## src/rtl/serial_tx_scheduler.sv

```systemverilog
// Round-robin owner selection for a single shared serial transmitter.
// Sequences Sample/StartTx, watches TxBusy/TxDone, and aborts stalled frames.
module serial_tx_scheduler #(
  parameter int WIDTH   = 32,
  parameter int NREQ    = 4,
  parameter int TIMEOUT = 1024
) (
  input  logic                  Clk,
  input  logic                  Reset,
  input  logic [NREQ-1:0]       Req,
  input  logic [NREQ*WIDTH-1:0] ReqData,
  output logic [NREQ-1:0]       Grant,
  output logic [NREQ-1:0]       Done,
  output logic                  Err,
  output logic [2:0]            ErrId,
  output logic [WIDTH-1:0]      TxData,
  output logic                  Sample,
  output logic                  StartTx,
  input  logic                  TxBusy,
  input  logic                  TxDone,
  output logic [15:0]           TxCount
);

  localparam int IW = (NREQ > 1) ? $clog2(NREQ) : 1;
  localparam logic [15:0] WD_LIMIT = 16'(TIMEOUT - 1);

  typedef enum logic [2:0] {
    S_IDLE,
    S_LOAD,
    S_START,
    S_WAIT,
    S_DONE
  } state_t;

  state_t            state_q, state_d;
  logic [IW-1:0]     idx_q, idx_d;
  logic [IW-1:0]     last_q, last_d;
  logic [IW-1:0]     err_id_q, err_id_d;
  logic [NREQ-1:0]   grant_q, grant_d;
  logic [NREQ-1:0]   done_q, done_d;
  logic              err_q, err_d;
  logic [WIDTH-1:0]  tx_data_q, tx_data_d;
  logic [15:0]       tx_count_q, tx_count_d;
  logic [15:0]       wd_q, wd_d;

  logic              found;
  logic [IW-1:0]     win;
  logic [IW-1:0]     cand;
  int                pos;

  function automatic logic [NREQ-1:0] onehot(input logic [IW-1:0] i);
    logic [NREQ-1:0] v;
    v    = '0;
    v[i] = 1'b1;
    return v;
  endfunction

  // Scan starts just after the previous owner so every waiting requester is reached.
  always_comb begin
    found = 1'b0;
    win   = last_q;
    cand  = last_q;
    pos   = 0;
    for (int k = 1; k <= NREQ; k++) begin
      pos = int'(last_q) + k;
      if (pos >= NREQ) pos = pos - NREQ;
      cand = IW'(pos);
      if (!found && Req[cand]) begin
        found = 1'b1;
        win   = cand;
      end
    end
  end

  always_comb begin
    state_d    = state_q;
    idx_d      = idx_q;
    last_d     = last_q;
    err_id_d   = err_id_q;
    grant_d    = grant_q;
    done_d     = '0;
    err_d      = 1'b0;
    tx_data_d  = tx_data_q;
    tx_count_d = tx_count_q;
    wd_d       = wd_q;
    case (state_q)
      S_IDLE: begin
        if (found) begin
          idx_d     = win;
          tx_data_d = ReqData[int'(win)*WIDTH +: WIDTH];
          grant_d   = onehot(win);
          state_d   = S_LOAD;
        end
      end
      S_LOAD: begin
        wd_d    = '0;
        state_d = S_START;
      end
      S_START, S_WAIT: begin
        // TxDone is only trusted in WAIT, i.e. after TxBusy was seen for this frame.
        if (state_q == S_WAIT && TxDone && !TxBusy) begin
          done_d     = onehot(idx_q);
          tx_count_d = tx_count_q + 16'd1;
          last_d     = idx_q;
          grant_d    = '0;
          state_d    = S_DONE;
        end else if (wd_q == WD_LIMIT) begin
          err_d    = 1'b1;
          err_id_d = idx_q;
          last_d   = idx_q;
          grant_d  = '0;
          state_d  = S_IDLE;
        end else begin
          wd_d = wd_q + 16'd1;
          if (state_q == S_START && TxBusy) state_d = S_WAIT;
        end
      end
      S_DONE: begin
        state_d = S_IDLE;
      end
      default: begin
        state_d = S_IDLE;
      end
    endcase
  end

  always_ff @(posedge Clk) begin
    if (Reset) begin
      state_q    <= S_IDLE;
      idx_q      <= '0;
      last_q     <= IW'(NREQ - 1);
      err_id_q   <= '0;
      grant_q    <= '0;
      done_q     <= '0;
      err_q      <= 1'b0;
      tx_data_q  <= '0;
      tx_count_q <= '0;
      wd_q       <= '0;
    end else begin
      state_q    <= state_d;
      idx_q      <= idx_d;
      last_q     <= last_d;
      err_id_q   <= err_id_d;
      grant_q    <= grant_d;
      done_q     <= done_d;
      err_q      <= err_d;
      tx_data_q  <= tx_data_d;
      tx_count_q <= tx_count_d;
      wd_q       <= wd_d;
    end
  end

  assign Grant   = grant_q;
  assign Done    = done_q;
  assign Err     = err_q;
  assign ErrId   = 3'(err_id_q);
  assign TxData  = tx_data_q;
  assign TxCount = tx_count_q;
  assign Sample  = (state_q == S_LOAD);
  assign StartTx = (state_q == S_START);

endmodule

```

## config.mk

```make
export PLATFORM = sky130hd
export DESIGN_NAME = serial_tx_scheduler
export DESIGN_NICKNAME = d
export VERILOG_FILES = /design/src/rtl/serial_tx_scheduler.sv
export SDC_FILE = /design/constraint.sdc
export NUM_CORES = 1
export LEC_CHECK = 0
export CAP_MARGIN = 0
export CORE_MARGIN = 8
export CORE_UTILIZATION = 46
export DETAILED_ROUTE_END_ITERATION = 12
export PLACE_DENSITY = 0.93
export SYNTH_ARGS = -nofsm -noshare
export SYNTH_HDL_FRONTEND = slang
export SYNTH_SLANG_ARGS = --single-unit
```

## constraint.sdc

```tcl
create_clock -name Clk -period 6.1 [get_ports Clk]
set_input_delay 0.915 -clock Clk [delete_from_list [all_inputs] [get_ports Clk]]
set_output_delay 0.915 -clock Clk [all_outputs]
set_load 0.005 [all_outputs]
```

==> results of run 1 <==
[sequential cells by signal, indices dropped and copies added (netlist names)]
register / flops
TxData: 32
state_q: 3
idx_q: 2
wd_q: 16
Done: 4
last_q: 2
Err: 1
Grant: 4
TxCount: 16
err_id_q: 2
[cells in the mapped netlist, types with 8 or more instances]
cell type	instances	area share [%]
o211ai_1	28	4.7
a21oi_1	18	2.0
and3_1	8	1.1
nand3b_1	9	1.5
nor2_1	38	3.2
or3_1	10	1.4
mux2_2	31	7.7
nand3_1	69	7.7
o21ai_0	13	1.4
buf_2	14	1.6
mux2i_1	36	8.0
xnor2_1	11	2.1
nand4_1	8	1.1
xor2_1	8	1.6
nand2_1	44	3.7
clkbuf_1	19	1.6
dfxtp_1	82	36
[cells in the final DEF, fill, tap and decap left out, types with 6 or more instances in the layout]
master           instances
clkdlybuf4s50_1        196
dfxtp_1                 82
nand3_1                 69
nand2_1                 44
nor2_1                  37
mux2i_1                 36
mux2_2                  31
o211ai_1                28
a21oi_1                 18
o21ai_0                 13
xnor2_1                 11
clkbuf_8                11
or3_1                   10
nand3b_1                 9
nand4_1                  8
and3_1                   8
xor2_1                   8
nand2b_1                 7
nor3_1                   7
nor4_1                   6
buf_4                    6
[worst max path at each step]
| stage | endpoint | slack [ns] |
|---|---|---|
| after detailed placement | TxData[28] | 2.31 |
| after global placement | TxData[9] | 2.50 |
| after floorplan | TxData[21] | 3.74 |
| final | TxData[16] | 2.70 |
| after CTS | TxData[28] | 2.68 |
| after global routing | TxData[28] | 2.50 |
[layer usage]
metal / GRT usage [%] / up-vias / share of wire, %
met2: 39.3 / 194 / 51
met1: 23.1 / 2143 / 38
met5: 0 / - / 0
li1: - / 2222 / -
met3: 7.14 / 29 / 8.1
met4: 9.54 / 0 / 3.0
[through the flow]
| step | power (uW) | hold WS [ns] |
|---|---|---|
| after global routing | 1570 | 0.517 |
| after global placement | 1100 | 0.463 |
| final | 1500 | 0.487 |
| after detailed placement | 1110 | 0.469 |
| after CTS | 1500 | 0.492 |
| after floorplan | 864 | 0.452 |
[cell families after synthesis]
logic type | count (synthesis)
adders and majority gates | 2
and+or+nand+nor | 227
buffers and inverters | 47
AOI/OAI and AO/OA | 77
xor gates and xnor gates | 19
other | 1
muxes | 68
DFF | 82
[critical path, delay by kind of cell]
family | cells | cell delay [ns]
buf+inv | 2 | 1.09
compound gates | 2 | 0.43
simple gates | 2 | 1.12
[cell type report]
class,count,area (sq um)
Sequential cell,82,1640
Multi-Input combinational cell,394,2650
Clock buffer,11,151
Clock inverter,3,40.0
Fill cell,723,2960
Inverter,5,18.8
Timing Repair Buffer,202,2010
Tap cell,133,166
[power groups by stage]
stage	logic [uW]	clock network [uW]	registers (uW)
after floorplan	226	0	638
after global placement	452	0	644
after detailed placement	467	0	646
after CTS	469	396	635
after global routing	500	425	643
final	467	393	637
==> results.yml, run 1 <==
sta:
  setup_viol: 0
  worst-slew-pin-transition_ns: 1.17
  maxSlewViolCount: 0
  post-route-period-util_pct: 55.8
  setup_tns_ns: 0
  worst_clock_skew_ns: 0.0128
  final_hold_viol_count: 0
  max_freq_mhz: 294
  fin_ws_ns: 2.70
  fin_crit_ns: 3.40
  max-slew-margin-rel_pct: 22.2
  rsz0062_at_grt: "no"
clock_network:
  insertion_delay_ns: 0.34
  cts_resized: 0
  numCtsBuffers: 9
  cts.clk_slew.worst_paths_ns: 0.08
  root_buffer: "clkbuf_8"
  htreeDepth: 3
  cts_max_path_buffers: 2
  postCtsSetupRepairBufs: 0
  cts_hold_buffers: 0
  tritoncts: "done"
  cts_sinks: 82
die:
  initial_utilization_pct: 46.8
  pin_count: 198
  die_x_um: 115
  rows: 36
  die_area_sq_mm: 0.0132
  dieHeight_um: 115
  core_area_sq_mm: 0.00964
critical_path:
  r2r_end: "TxData[16]"
  critical_path_arrival_ns: 3.57
  slowest_stage: "nand2b_1"
  path_cells: "clkdlybuf4s50_1 -> nand3b_1 -> a31oi_4 -> buf_4 -> nand2b_1 -> o211ai_1"
  r2r_start: "state_q[1]"
  worstPathMaxFanout: 68
  critPathCaptureType: "flop"
  crit_type: "in2reg"
  max_stage_delay_ns: 0.97
  required_ns: 6.27
  cp-start-kind: "primary input"
  critPathLaunch: "Req[3]"
  r2r_setup_slack_ns: 3.28
  ff2ff_path_depth: 5
detailed_routing:
  vias: 4588
  first_pass_iters: 6
  totalWireLength_mm: 15.1
  wl_per_cell_um: 18.2
  ant_nets: 0
  vias_per_cell: 5.53
  drc_errors: 0
  drt_iter0_markers: 193
power:
  power_frac_comb_pct: 31.2
  p_per_area_mw_per_mm2: 224
  switching_share_pct: 29.8
  pwr-share-clk_pct: 26.2
  p_seq_share_pct: 42.5
  p_int_uw: 1050
  p_leak_uw: 0.00232
  irDropWorstVdd_mv: 0.146
  p_switching_uw: 446
min_path:
  whs_path_depth: 2
  hold_end: "Grant[2]"
  min_from: "Grant[2]"
  hp-class: "reg2reg"
global_routing:
  grt.overflow.total: 0
  grt_pass1_vias: 4760
  grt_pass1_wl_mm: 23.1
  antenna_found_initial: 0
  grt_use_total_pct: 22.0
  grt_max_degree: 69
synthesis:
  synth_seq_area_share_pct: 36.4
  synth_top_family_by_area: "simple AND/OR/NAND/NOR gates"
  syn_avg_cell_area_sq_um: 8.62
  yosys.area_share.adder_pct: 0.555
  synthXorXnorAreaFrac_pct: 3.69
  synth-compound-area-share_pct: 12.0
  ys_warn_count: 0
  yosys-mux-area-fraction_pct: 16.0
  synth.distinct_cells: 50
  synth_edf_count: 0
  ys_ff_latch: 82
  synth-simple-area-share_pct: 26.0
  syn_inst: 523
  syn_nets: 661
  synthFlopType: "dfxtp_1"
  async_flop_share_pct: 0
  syn-cell-area_sq_mm: 0.00451
layout:
  instances_no_fill: 830
  antenna_cells: 0
  fin_area_sq_mm: 0.00668
  utilization_pct: 69.3
  layout-drive-gt1-share_pct: 8.61
  nets: 832
  area_delta_synth_final_pct: 48.2
place:
  dp_slack_ns: 2.31
  gp_congestion: 0.895
  dp_hpwl_mm: 11.8
  place.port_buffers: 196
  placed_area_sq_mm: 0.00649
  dp.cells: 816
run:
  drv_cap: 0
status:
  status: "completed"
(Power assumes the default switching activity.)
==> run 2, diff against run 1 <==
CORE_UTILIZATION = 39   (was 46)
PLACE_DENSITY = 0.84   (was 0.93)
clock period = 2.9 ns   (was 6.1 ns; I/O delays follow)
==> run 2 against run 1 <==
Wire length grew 1.3%. Sequential cell count is the same. Non-clock buffer count grew 6. Via count grew 0.26%. Total power grew 140%. Cell count grew 2.0%. Sequential share of layout area shrank 0.87 points.
==> results.yml, run 2 (synthesis gave the netlist of run 1 again) <==
die:
  initial_utilization_pct: 39.6
  rows: 39
  die_x_um: 124
  die_area_sq_mm: 0.0153
  core_area_sq_mm: 0.0114
  pin_count: 198
  dieHeight_um: 124
clock_network:
  cts_max_path_buffers: 2
  cts_sinks: 82
  cts.clk_slew.worst_paths_ns: 0.06
  root_buffer: "clkbuf_16"
  numCtsBuffers: 9
  insertion_delay_ns: 0.33
  tritoncts: "done"
  cts_resized: 0
  htreeDepth: 3
  cts_hold_buffers: 0
  postCtsSetupRepairBufs: 0
critical_path:
  r2r_start: "wd_q[12]"
  r2r_setup_slack_ns: 0.54
  r2r_end: "wd_q[3]"
  critPathLaunch: "wd_q[12]"
  cp-start-kind: "flop"
  critical_path_arrival_ns: 2.61
  required_ns: 3.15
  worstPathMaxFanout: 11
  ff2ff_path_depth: 5
  crit_end: "wd_q[3]"
  critPathCaptureType: "flop"
  crit_type: "reg2reg"
global_routing:
  grt_pass1_wl_mm: 23.9
  grt.overflow.total: 0
  antenna_found_initial: 0
  grt_use_total_pct: 19.8
  grt_pass1_vias: 4904
  grt_max_degree: 69
status:
  status: "completed"
sta:
  max_freq_mhz: 424
  post-route-period-util_pct: 81.3
  fin_crit_ns: 2.36
  final_hold_viol_count: 0
  fin_ws_ns: 0.543
  setup_tns_ns: 0
  rsz0062_at_grt: "no"
  setup_viol: 0
  worst-slew-pin-transition_ns: 1.01
  max-slew-margin-rel_pct: 32.4
  maxSlewViolCount: 0
  worst_clock_skew_ns: 0.00726
power:
  p_per_area_mw_per_mm2: 529
  irDropWorstVdd_mv: 0.295
  p_leak_uw: 0.00242
  power_uw: 3660
layout:
  final_common_cell: "clkdlybuf4s50_1"
  antenna_cells: 0
  area_delta_synth_final_pct: 53.6
  final_cell_mix: "196 x clkdlybuf4s50_1, 82 x dfxtp_1, 69 x nand3_1, 44 x nand2_1, 37 x nor2_1"
  layout-drive-gt1-share_pct: 9.52
  nets: 838
  largest_reg_flops: 32
detailed_routing:
  vias_per_cell: 5.43
  wl_per_cell_um: 18.0
  drt_iter0_markers: 316
  totalWireLength_mm: 15.3
  first_pass_iters: 4
  ant_nets: 0
  vias: 4600
  drc_errors: 0
run:
  drv_cap: 0
place:
  place.port_buffers: 196
  dp_hpwl_mm: 11.9
  gp_congestion: 0.834
  dp_slack_ns: 0.203
min_path:
  hp-class: "reg2reg"
run 2: cell count changes in the layout (fill, tap and decap cells not counted), sizes merged:
cell,delta
buf,+6
bufinv,+2
clkinv,-1
clkinvlp,+1
clkbuf,-1
run 2: worst min-delay path by stage:
stage	endpoint	from	slack, ns	depth (start not counted)
floorplan	Done[1]	idx_q[1]	0.45	1
global placement	wd_q[4]	wd_q[4]	0.46	2
detailed placement	TxData[8]	TxData[8]	0.48	2
CTS	TxData[13]	TxData[13]	0.49	1
global route	TxData[0]	TxData[0]	0.52	2
finish	TxData[8]	TxData[8]	0.49	2
run 2: cell type report:
type	instances	area (sq um)
repair buffers	208	2090
flip-flops and latches	82	1640
clock inverters	5	103
well taps	143	179
multi-input cells	394	2650
inverters	5	18.8
fillers	981	4450
clock buffers	10	239
run 2: stage by stage:
stage / area, sq um / utilization [%] / instances / hold WS [ns]
global route: 6920 / 60.9 / 847 / 0.518
detailed placement: 6580 / 57.9 / 832 / 0.475
finish: 6920 / 60.9 / 847 / 0.488
CTS: 6920 / 60.9 / 847 / 0.490
global placement: 6580 / 57.9 / 832 / 0.463
floorplan: 4510 / - / 523 / 0.452
run 2: power by group:
group / internal (uW) / switching [uW]
sequential: 1240 / 99.7
clock: 859 / 451
combinational: 559 / 449
total: 2660 / 999
run 2: layer usage:
layer  track usage [%]  vias up  wire, um
met5                 0        -         0
met4              10.4        0       551
met3              7.12       39      1290
met2              34.3      183      7600
met1              20.6     2132      5830
li1                  -     2246         -
run 2: worst max-delay path, cell delays in order, from the launching register on:
cell and delay (ns):
dfxtp_1 0.34, nor4_1 0.51, nand3_1 0.18, o31ai_1 0.83
o21ai_0 0.22, a21oi_1 0.19
==> run 3, diff against run 2 <==
clock period = 2 ns   (was 2.9 ns; I/O delays follow)
==> run 3 against run 2 <==
Register-to-register slack worse by 0.44 ns. Largest cell class unchanged. Core utilization is 3.5 points higher. Critical path depth is 2 higher. Sequential power is 46% higher. Sequential cell count stayed put. Total power is 43% higher. Combinational power is 72% higher. Critical path type is now in2reg. Highest routed layer unchanged. First-iteration DRC count is 9.8% higher. Global-route usage is 0.31 points higher. Die area stayed put.
==> results.yml, run 3 (synthesis gave the netlist of run 1 again) <==
status:
  status: "completed"
global_routing:
  grt.overflow.total: 0
  grt_pass1_wl_mm: 24.4
  antenna_found_initial: 0
  grt_pass1_vias: 4977
  grt_max_degree: 46
  grt_use_total_pct: 20.1
detailed_routing:
  vias_per_cell: 5.41
  ant_nets: 0
  drt_iter0_markers: 347
  vias: 4806
  wl_per_cell_um: 17.8
  drc_errors: 0
  totalWireLength_mm: 15.8
  first_pass_iters: 5
power:
  p_leak_uw: 0.00265
  irDropWorstVdd_mv: 0.488
  p_per_area_mw_per_mm2: 715
layout:
  instances_no_fill: 888
  final_cell_mix: "195 x clkdlybuf4s50_1, 78 x dfxtp_1, 68 x nand3_1, 44 x nand2_1, 39 x buf_4"
  area_delta_synth_final_pct: 62.6
  fin_area_sq_mm: 0.00733
  largest_reg_flops: 32
  nets: 878
  final_common_cell: "clkdlybuf4s50_1"
  layout-drive-gt1-share_pct: 15.8
  antenna_cells: 0
clock_network:
  root_buffer: "clkbuf_16"
  cts_max_path_buffers: 2
  cts_hold_buffers: 0
  insertion_delay_ns: 0.33
  cts.clk_slew.worst_paths_ns: 0.06
  htreeDepth: 3
  cts_sinks: 82
  postCtsSetupRepairBufs: 0
  tritoncts: "done"
  numCtsBuffers: 9
place:
  dp_hpwl_mm: 12.5
  place.port_buffers: 196
  gp_congestion: 0.816
  dp_slack_ns: -0.302
  placed_area_sq_mm: 0.00698
  dp.cells: 871
die:
  core_area_sq_mm: 0.0114
  dieHeight_um: 124
  die_x_um: 124
  rows: 39
  pin_count: 198
  die_area_sq_mm: 0.0153
  initial_utilization_pct: 39.6
sta:
  setup_tns_ns: 0
  max_freq_mhz: 518
  worst_clock_skew_ns: 0.00806
  fin_ws_ns: 0.0706
  post-route-period-util_pct: 96.5
  rsz0062_at_grt: "yes"
  max-slew-margin-rel_pct: 63.6
  worst-slew-pin-transition_ns: 0.543
  setup_viol: 0
  maxSlewViolCount: 0
  final_hold_viol_count: 0
  fin_crit_ns: 1.93
critical_path:
  critPathCaptureType: "flop"
  crit_type: "in2reg"
  required_ns: 2.22
  worstPathMaxFanout: 9
  cp-start-kind: "primary input"
  critical_path_arrival_ns: 2.15
min_path:
  hp-class: "reg2reg"
run:
  drv_cap: 0
[run 3: cell type report]
| cell class | instances | area (sq um) |
|---|---|---|
| tap | 143 | 179 |
| multi-input combinational | 394 | 2680 |
| fill | 878 | 4040 |
| sequential | 82 | 1650 |
| clock buffer | 11 | 243 |
| clock inverter | 5 | 37.5 |
| inverter | 5 | 18.8 |
| timing repair buffer | 248 | 2520 |
[run 3: through the flow]
stage / hold WS [ns] / total power (uW) / util [%]
2_1_floorplan: 0.452 / 2640 / -
3_3_place_gp: 0.463 / 3630 / 61.4
3_5_place_dp: 0.467 / 3680 / 61.4
4_1_cts: 0.481 / 5250 / 63.9
5_1_grt: 0.508 / 5490 / 64.4
6_report: 0.482 / 5240 / 64.4
[run 3: power breakdown]
group / total, uW / internal (uW) / switching (uW)
clock network: 1550 / 880 / 672
registers: 1950 / 1810 / 146
logic: 1740 / 1020 / 715
[run 3: what timing repair did]
action                                  CTS  global route
endpoints found under the setup margin    8            12
pin swaps                                 0             0
gates cloned                              0             1
endpoints found under the hold margin     0             0
resized for setup                         3            11
[run 3: critical path: stages]
cell	delay (ns)
clkdlybuf4s50_1	0.45
mux2i_1	0.15
nor2_1	0.08
a311oi_4	0.31
buf_12	0.19
mux2_2	0.34
a221o_1	0.33
[run 3: routing by layer]
metal / up-vias / track usage, % / wire, um
li1: 2326 / - / -
met1: 2236 / 21.5 / 6000
met2: 213 / 34.9 / 7990
met3: 31 / 7.35 / 1430
met4: 0 / 8.50 / 414
met5: - / 0 / 0
[run 3: final timing paths]
path	start	end	slack (ns)	cells past startpoint
min	TxData[30]	TxData[30]	0.48	2
max	Req[3]	TxData[11]	0.07	7
max reg2reg	last_q[1]	TxData[11]	0.10	6
min reg2reg	TxData[30]	TxData[30]	0.48	2
